**config.mk**
```make
export PLATFORM = sky130hd
export DESIGN_NAME = temp_seg_display
export DESIGN_NICKNAME = d
export VERILOG_FILES = /design/src/rtl/temp_seg_display.sv
export SDC_FILE = /design/constraint.sdc
export NUM_CORES = 1
export LEC_CHECK = 0
export ABC_AREA = 1
export BUFFER_PORTS_ARGS = -buffer_cell sky130_fd_sc_hd__buf_2
export CORE_AREA = 2 2 118 86
export DETAILED_ROUTE_END_ITERATION = 8
export DIE_AREA = 0 0 120 88
export PLACE_DENSITY_LB_ADDON = 0.25
export RECOVER_POWER = 25
export SYNTH_ARGS = -nofsm -noshare
export SYNTH_HDL_FRONTEND = slang
export SYNTH_SLANG_ARGS = --single-unit
```
**constraint.sdc**
```tcl
create_clock -name clk -period 2 [get_ports clk]
set_input_delay 0.3 -clock clk [delete_from_list [all_inputs] [get_ports clk]]
set_output_delay 0.3 -clock clk [all_outputs]
set_load 0.02 [all_outputs]
```
**src/rtl/temp_seg_display.sv**
```systemverilog
// Samples a binary temperature, clamps it to 9999, converts it to BCD with a serial
// double-dabble FSM and scans it onto a 4-digit active-low 7-segment display.
// Optional macro LEADING_ZERO_BLANK_EN blanks leading zeros in the upper three digits.
module temp_seg_display #(
   parameter int REFRESH_DIV = 100000,
   parameter int UPDATE_DIV  = 25000000
) (
   input  logic        clk,
   input  logic        reset,
   input  logic [15:0] temp_in,
   output logic [6:0]  seg,
   output logic        dp,
   output logic [3:0]  an,
   output logic        busy,
   output logic        bcd_valid
);

   localparam int UPD_W = (UPDATE_DIV > 1) ? $clog2(UPDATE_DIV) : 1;
   localparam int REF_W = (REFRESH_DIV > 1) ? $clog2(REFRESH_DIV) : 1;
   localparam logic [UPD_W-1:0] UPD_MAX = UPD_W'(UPDATE_DIV - 1);
   localparam logic [REF_W-1:0] REF_MAX = REF_W'(REFRESH_DIV - 1);

   typedef enum logic [1:0] {IDLE, SHIFT, DONE} state_t;

   state_t           state_q;
   logic [UPD_W-1:0] upd_cnt_q, upd_cnt_d;
   logic [REF_W-1:0] scan_cnt_q, scan_cnt_d;
   logic [1:0]       scan_idx_q, scan_idx_d;
   logic             upd_tick, scan_wrap;
   logic [13:0]      bin_q;
   logic [15:0]      bcd_q, bcd_adj;
   logic [3:0]       iter_q;
   logic [15:0]      disp_q;
   logic             busy_q, valid_q;
   logic [6:0]       seg_q, seg_d;
   logic [3:0]       an_q, an_d;
   logic [3:0]       blank;
   logic [3:0]       digit;
   logic [13:0]      bin_clamped;

   function automatic logic [6:0] seg_enc(input logic [3:0] d);
      case (d)
         4'd0:    seg_enc = 7'b1000000;
         4'd1:    seg_enc = 7'b1111001;
         4'd2:    seg_enc = 7'b0100100;
         4'd3:    seg_enc = 7'b0110000;
         4'd4:    seg_enc = 7'b0011001;
         4'd5:    seg_enc = 7'b0010010;
         4'd6:    seg_enc = 7'b0000010;
         4'd7:    seg_enc = 7'b1111000;
         4'd8:    seg_enc = 7'b0000000;
         4'd9:    seg_enc = 7'b0010000;
         default: seg_enc = 7'b1111111;
      endcase
   endfunction

   always_comb begin
      upd_tick  = (upd_cnt_q == UPD_MAX);
      upd_cnt_d = upd_tick ? '0 : upd_cnt_q + 1'b1;
      scan_wrap  = (scan_cnt_q == REF_MAX);
      scan_cnt_d = scan_wrap ? '0 : scan_cnt_q + 1'b1;
      scan_idx_d = scan_wrap ? scan_idx_q + 2'd1 : scan_idx_q;
      bin_clamped = (temp_in > 16'd9999) ? 14'd9999 : temp_in[13:0];
   end

   // Double-dabble correction: any BCD nibble >= 5 gets +3 before the shift.
   always_comb begin
      bcd_adj = bcd_q;
      for (int i = 0; i < 4; i++) begin
         if (bcd_q[i*4 +: 4] >= 4'd5)
            bcd_adj[i*4 +: 4] = bcd_q[i*4 +: 4] + 4'd3;
      end
   end

   always_ff @(posedge clk) begin
      if (reset) begin
         upd_cnt_q  <= '0;
         scan_cnt_q <= '0;
         scan_idx_q <= 2'd0;
      end else begin
         upd_cnt_q  <= upd_cnt_d;
         scan_cnt_q <= scan_cnt_d;
         scan_idx_q <= scan_idx_d;
      end
   end

   always_ff @(posedge clk) begin
      if (reset) begin
         state_q <= IDLE;
         bin_q   <= '0;
         bcd_q   <= '0;
         iter_q  <= '0;
         disp_q  <= '0;
         busy_q  <= 1'b0;
         valid_q <= 1'b0;
      end else begin
         valid_q <= 1'b0;
         case (state_q)
            IDLE: begin
               if (upd_tick) begin
                  bin_q   <= bin_clamped;
                  bcd_q   <= '0;
                  iter_q  <= '0;
                  busy_q  <= 1'b1;
                  state_q <= SHIFT;
               end
            end
            SHIFT: begin
               bcd_q  <= {bcd_adj[14:0], bin_q[13]};
               bin_q  <= {bin_q[12:0], 1'b0};
               iter_q <= iter_q + 4'd1;
               if (iter_q == 4'd13)
                  state_q <= DONE;
            end
            DONE: begin
               disp_q  <= bcd_q;
               valid_q <= 1'b1;
               busy_q  <= 1'b0;
               state_q <= IDLE;
            end
            default: state_q <= IDLE;
         endcase
      end
   end

   always_comb begin
      blank = 4'b0000;
`ifdef LEADING_ZERO_BLANK_EN
      blank[3] = (disp_q[15:12] == 4'd0);
      blank[2] = blank[3] && (disp_q[11:8] == 4'd0);
      blank[1] = blank[2] && (disp_q[7:4] == 4'd0);
`endif
      case (scan_idx_q)
         2'd0:    digit = disp_q[3:0];
         2'd1:    digit = disp_q[7:4];
         2'd2:    digit = disp_q[11:8];
         default: digit = disp_q[15:12];
      endcase
      seg_d = blank[scan_idx_q] ? 7'b1111111 : seg_enc(digit);
      an_d  = ~(4'b0001 << scan_idx_q);
   end

   // seg and an share one register stage so a digit change never ghosts.
   always_ff @(posedge clk) begin
      if (reset) begin
         seg_q <= 7'h7F;
         an_q  <= 4'hF;
      end else begin
         seg_q <= seg_d;
         an_q  <= an_d;
      end
   end

   assign seg       = seg_q;
   assign an        = an_q;
   assign dp        = 1'b1;
   assign busy      = busy_q;
   assign bcd_valid = valid_q;

endmodule

```
==> impl_metrics.ini, run 1 <==
[worst_setup_path]
arrival_ps = 2080
worstRegToRegCells = 9
critPathLaunchType = flip-flop
crit_path_end_kind = flip-flop
crit_type = reg -> reg
required_ps = 2220
critPathMaxFanout = 18

[timing]
fin_crit_ps = 1860
hold_viol = 0
relSlewSlack_pct = 18.6
fmax_ghz = 0.538
hold_ws_ps = 388
rsz0062_at_grt = no
tns_ps = 0
slew_viol_final = 0
fin_worst_skew_ps = 10.6
period_share_pct = 93.0
worst_pin_slew_ps = 1220
report.final.setup_viol = 0
worst_slack_ps = 140

[cells_and_area]
layout_commonest_cell = nand2_1
layout-drive-gt1-share_pct = 10.8
utilization_pct = 65.9
fin_nets = 884
antenna_cells = 0
area_growth_pct = 10.5
final_cell_mix = 197 x nand2_1, 109 x dfxtp_1, 90 x inv_1

[logic_synthesis]
syn_area_per_cell_sq_um = 6.87
synth-seq-cells = 109
netlist.area_leader.share_pct = 38.9
ys_warn_count = 0
synthTopCellsByArea = dfxtp_1 39%, nand2_1 13%, nand3_1 7.3%
syn_area_sq_um = 5620
seq_area_frac_synth_pct = 38.9
synth.distinct_cells = 37
syn_nets = 855
synth_top_cell_by_area = dfxtp_1
synthCells = 817

[clock_network]
clk_latency_ps = 360
root_buffer = clkbuf_16
clock-sinks = 109
cts_buffer_depth = 2
cts_buffers = 9
path_clk_slew_ps = 70
cts_tree = built
h-tree-depth = 3

[grt]
first_global_vias = 4876
grt.total_usage_pct = 25.5
grt_pass1_wl_microns = 21900
overflow = 0
antenna_found_initial = 0
grt_max_degree = 30

[min_path]
worst_hold_path_type = in -> reg
hold_path_depth = 7

[outcome]
status = completed

[routing]
dr.pass1.iters = 5
drt_first_iter_violations = 589
drtAntennaViolNets = 0
viasPerCell = 5.39
drc_errors = 0
drt-wirelength-per-cell_microns = 13.1
wirelength_microns = 12800
num_vias = 5280

[floorplanning]
start_util_pct = 59.6
die_h_microns = 88
core_area_sq_um = 9420
io_pins = 32
fp.dieArea_sq_um = 10600
die_width_microns = 120
row_count = 30

[placement]
dp_slack_ps = -52.4
place_congestion = 0.863
port_buffers = 30
hpwl_microns = 9000

[power]
irDropWorstVdd_mv = 0.412
leakage_nw = 2.42
powerDensity_nw_per_um2 = 652

[run]
drv_cap = 0
## sequential cells by signal, indices dropped and copies added (netlist names)
signal,cells
busy,1
bin_q,14
upd_cnt_q,25
bcd_valid,1
state_q,2
seg,7
disp_q,16
scan_cnt_q,17
bcd_q,16
an,4
iter_q,4
scan_idx_q,2
## worst paths after layout
path | start | endpoint | slack, ps
max | upd_cnt_q[0]$_SDFF_PP0_ | bcd_q[3]$_SDFFE_PP0P_ | 140
min | temp_in[3] | bin_q[3]$_SDFFE_PP0P_ | 390
max reg2reg | upd_cnt_q[0]$_SDFF_PP0_ | bcd_q[3]$_SDFFE_PP0P_ | 140
min reg2reg | upd_cnt_q[0]$_SDFF_PP0_ | upd_cnt_q[0]$_SDFF_PP0_ | 460
## cell type report
cell class / count / area [sq um]
well taps: 128 / 160
repair buffers: 44 / 246
clock buffers: 9 / 225
clock inverters: 7 / 60.1
inverters: 97 / 364
multi-input cells: 585 / 2970
flip-flops and latches: 109 / 2180
fillers: 828 / 3220
## what timing repair did
item                       in CTS  in global routing
gates resized for setup         1                  6
setup endpoints to repair       2                  7
pin swaps                       0                  1
hold buffers                    0                  0
setup buffers                   0                  1
## cell usage after synthesis (all sizes together)
cell type and count:
o21ai 38, xor2 9, clkbuf 11, xnor2 1, dfxtp 109, nor3b 1
o211ai 4, nor2 98, nand2 202, ha 20, buf 15, o22ai 4
inv 94, clkinv 3, nor3 19, conb 1, nand3b 10, a21oi 74
or2 9, nor4 1, or3 1, nand4 9, nand3 84
## metrics by stage
step,instance area (sq um),total power [W],cells
after floorplan,5620,0.00234,817
after global placement,5920,0.00238,962
after detailed placement,5920,0.00239,962
after CTS,6210,0.00409,978
after global routing,6200,0.00419,979
final,6200,0.00404,979
## per-layer routing
metal  GRT usage (%)  part of all wire [%]
met4            8.24                   1.1
met3            5.92                   5.7
met1            33.4                    48
met2            42.3                    45
met5               0                     0
## power breakdown
group / total [W] / internal, W / switching [W]
registers: 0.00220 / 0.00219 / 0.0000102
clock network: 0.00171 / 0.000863 / 0.000846
logic: 0.000137 / 0.0000464 / 0.0000908
## cells by family after synthesis
kind of cell    share of synthesized area, %
compound gates                          11.6
xor+xnor                                1.56
fa+ha+maj                               4.46
buf+inv                                 8.87
flops                                   38.9
other cells                           0.0668
simple gates                            34.6
## critical path, stage by stage (launching register included)
cell and delay, ps:
dfxtp_1 370, ha_1 240, nand2_2 90, nor2_4 130, nand3_1 90, nor2_1 230
nand3_2 160, buf_4 240, nand3_1 110, a21oi_1 70
No activity file was read; power rests on OpenSTA's default activity.
==> inputs of run 2 (changes only) <==
==> constraint.sdc (replaced) <==
create_clock -name clk -period 2 [get_ports clk]
set_input_delay 0.2 -clock clk [delete_from_list [all_inputs] [get_ports clk]]
set_output_delay 0.2 -clock clk [all_outputs]
set_load 0.02 [all_outputs]
==> run 2 against run 1 <==
Net effect: combinational power barely moved; worst hold slack worse by 120 ps; clock skew down 2.2 ps; flip-flop and latch count unchanged; first-iteration DRC count is 35% lower; largest power group unchanged; clock-buffer cell count unchanged.
==> impl_metrics.ini, run 2 (synthesis results as in run 1) <==
[floorplanning]
io_pins = 32
die_h_microns = 88
row_count = 30
fp.dieArea_sq_um = 10600
core_area_sq_um = 9420
die_width_microns = 120
start_util_pct = 59.6

[worst_setup_path]
critPathMaxFanout = 6
rrSetupSlack_ps = 110
arrival_ps = 2110
critPathLaunchType = flip-flop
crit_path_end_kind = flip-flop
crit_type = reg -> reg
worstRegToRegCells = 9
required_ps = 2220

[clock_network]
cts_buffer_depth = 2
cts_buffers = 9
clock-sinks = 109
path_clk_slew_ps = 80
root_buffer = clkbuf_16
clk_latency_ps = 350
cts_hold_buffers = 0
h-tree-depth = 3
cts_tree = built

[routing]
drtAntennaViolNets = 0
drt-wirelength-per-cell_microns = 12.8
wirelength_microns = 12600
dr.pass1.iters = 5
viasPerCell = 5.43
drc_errors = 0
num_vias = 5325
drt_first_iter_violations = 381

[timing]
worst_pin_slew_ps = 811
relSlewSlack_pct = 45.9
fmax_ghz = 0.530
worst_slack_ps = 114
fin_crit_ps = 1890
report.final.setup_viol = 0
period_share_pct = 94.3
hold_viol = 0
fin_worst_skew_ps = 8.37
slew_viol_final = 0

[cells_and_area]
antenna_cells = 0
largestRegisters = upd_cnt_q: 25 flops, scan_cnt_q: 17 flops
layout-drive-gt1-share_pct = 10.9
fin_nets = 885
area_growth_pct = 10.9
layout_commonest_cell = nand2_1
fillers = 819
largest_reg_flops = 25
registers.top_by_ff_count = upd_cnt_q
utilization_pct = 66.1
final_cell_mix = 197 x nand2_1, 109 x dfxtp_1, 90 x inv_1

[grt]
antenna_found_initial = 0
overflow = 0
grt_max_degree = 30
grt.total_usage_pct = 24.7
first_global_vias = 4817
grt_pass1_wl_microns = 21300

[placement]
hpwl_microns = 8990
place_congestion = 0.864
port_buffers = 30
dp_slack_ps = 58.3

[run]
drv_cap = 0

[power]
leakage_nw = 2.43
powerDensity_nw_per_um2 = 668
irDropWorstVdd_mv = 0.475

[min_path]
worst_hold_path_type = in -> reg
hold_path_depth = 7

[outcome]
status = completed
-- run 2: area by class of cell --
class                   instances  area (sq um)  area share, %
multi-input cells             585          2960           47.6
repair buffers                 45           253           4.06
clock buffers                   9           225           3.62
flip-flops and latches        109          2180           35.0
inverters                      97           364           5.85
clock inverters                 7          81.3           1.31
well taps                     128           160           2.57
-- run 2: layer usage --
metal / track usage (%) / vias up / wire length [microns]
li1: - / 2686 / -
met4: 7.17 / 0 / 124
met5: 0 / - / 0
met2: 41.7 / 168 / 5830
met3: 5.34 / 14 / 699
met1: 32.2 / 2457 / 5930
-- run 2: power breakdown --
| group | switching (W) | internal [W] |
|---|---|---|
| combinational | 0.0000902 | 0.0000473 |
| clock | 0.000836 | 0.000989 |
| sequential | 0.00000989 | 0.00219 |
| total | 0.000936 | 0.00322 |
-- run 2: what timing repair did --
item	4_1_cts	5_1_grt
resized for setup	0	6
endpoints found under the setup margin	0	7
buffers inserted	0	2
-- run 2: final timing paths --
| kind | startpoint | end |
|---|---|---|
| setup reg to reg | scan_idx_q[0]$_SDFFE_PP0N_ | seg[6]$_SDFF_PP1_ |
| setup / recovery | scan_idx_q[0]$_SDFFE_PP0N_ | seg[6]$_SDFF_PP1_ |
| hold reg to reg | upd_cnt_q[0]$_SDFF_PP0_ | upd_cnt_q[0]$_SDFF_PP0_ |
| hold / removal | temp_in[2] | bin_q[2]$_SDFFE_PP0P_ |
-- run 2: stage by stage --
| step | hold WS, ps | cell area (sq um) | setup TNS, ps | total power, W | cells |
|---|---|---|---|---|---|
| 2_1_floorplan | 424 | 5620 | 0 | 0.00234 | 817 |
| 3_3_place_gp | 440 | 5900 | 0 | 0.00238 | 962 |
| 3_5_place_dp | 447 | 5900 | 0 | 0.00238 | 962 |
| 4_1_cts | 263 | 6210 | 0 | 0.00420 | 978 |
| 5_1_grt | 291 | 6230 | -134 | 0.00431 | 980 |
| 6_report | 272 | 6230 | 0 | 0.00416 | 980 |
-- run 2: worst max-delay path, cell delays in order, from the launching register on --
cell and delay (ps):
dfxtp_1 390, inv_1 110, ha_1 270, nand2_1 90, nand2_1 80, o22ai_4 200, inv_1 120, ha_1 210
o21ai_1 190, o21ai_0 120
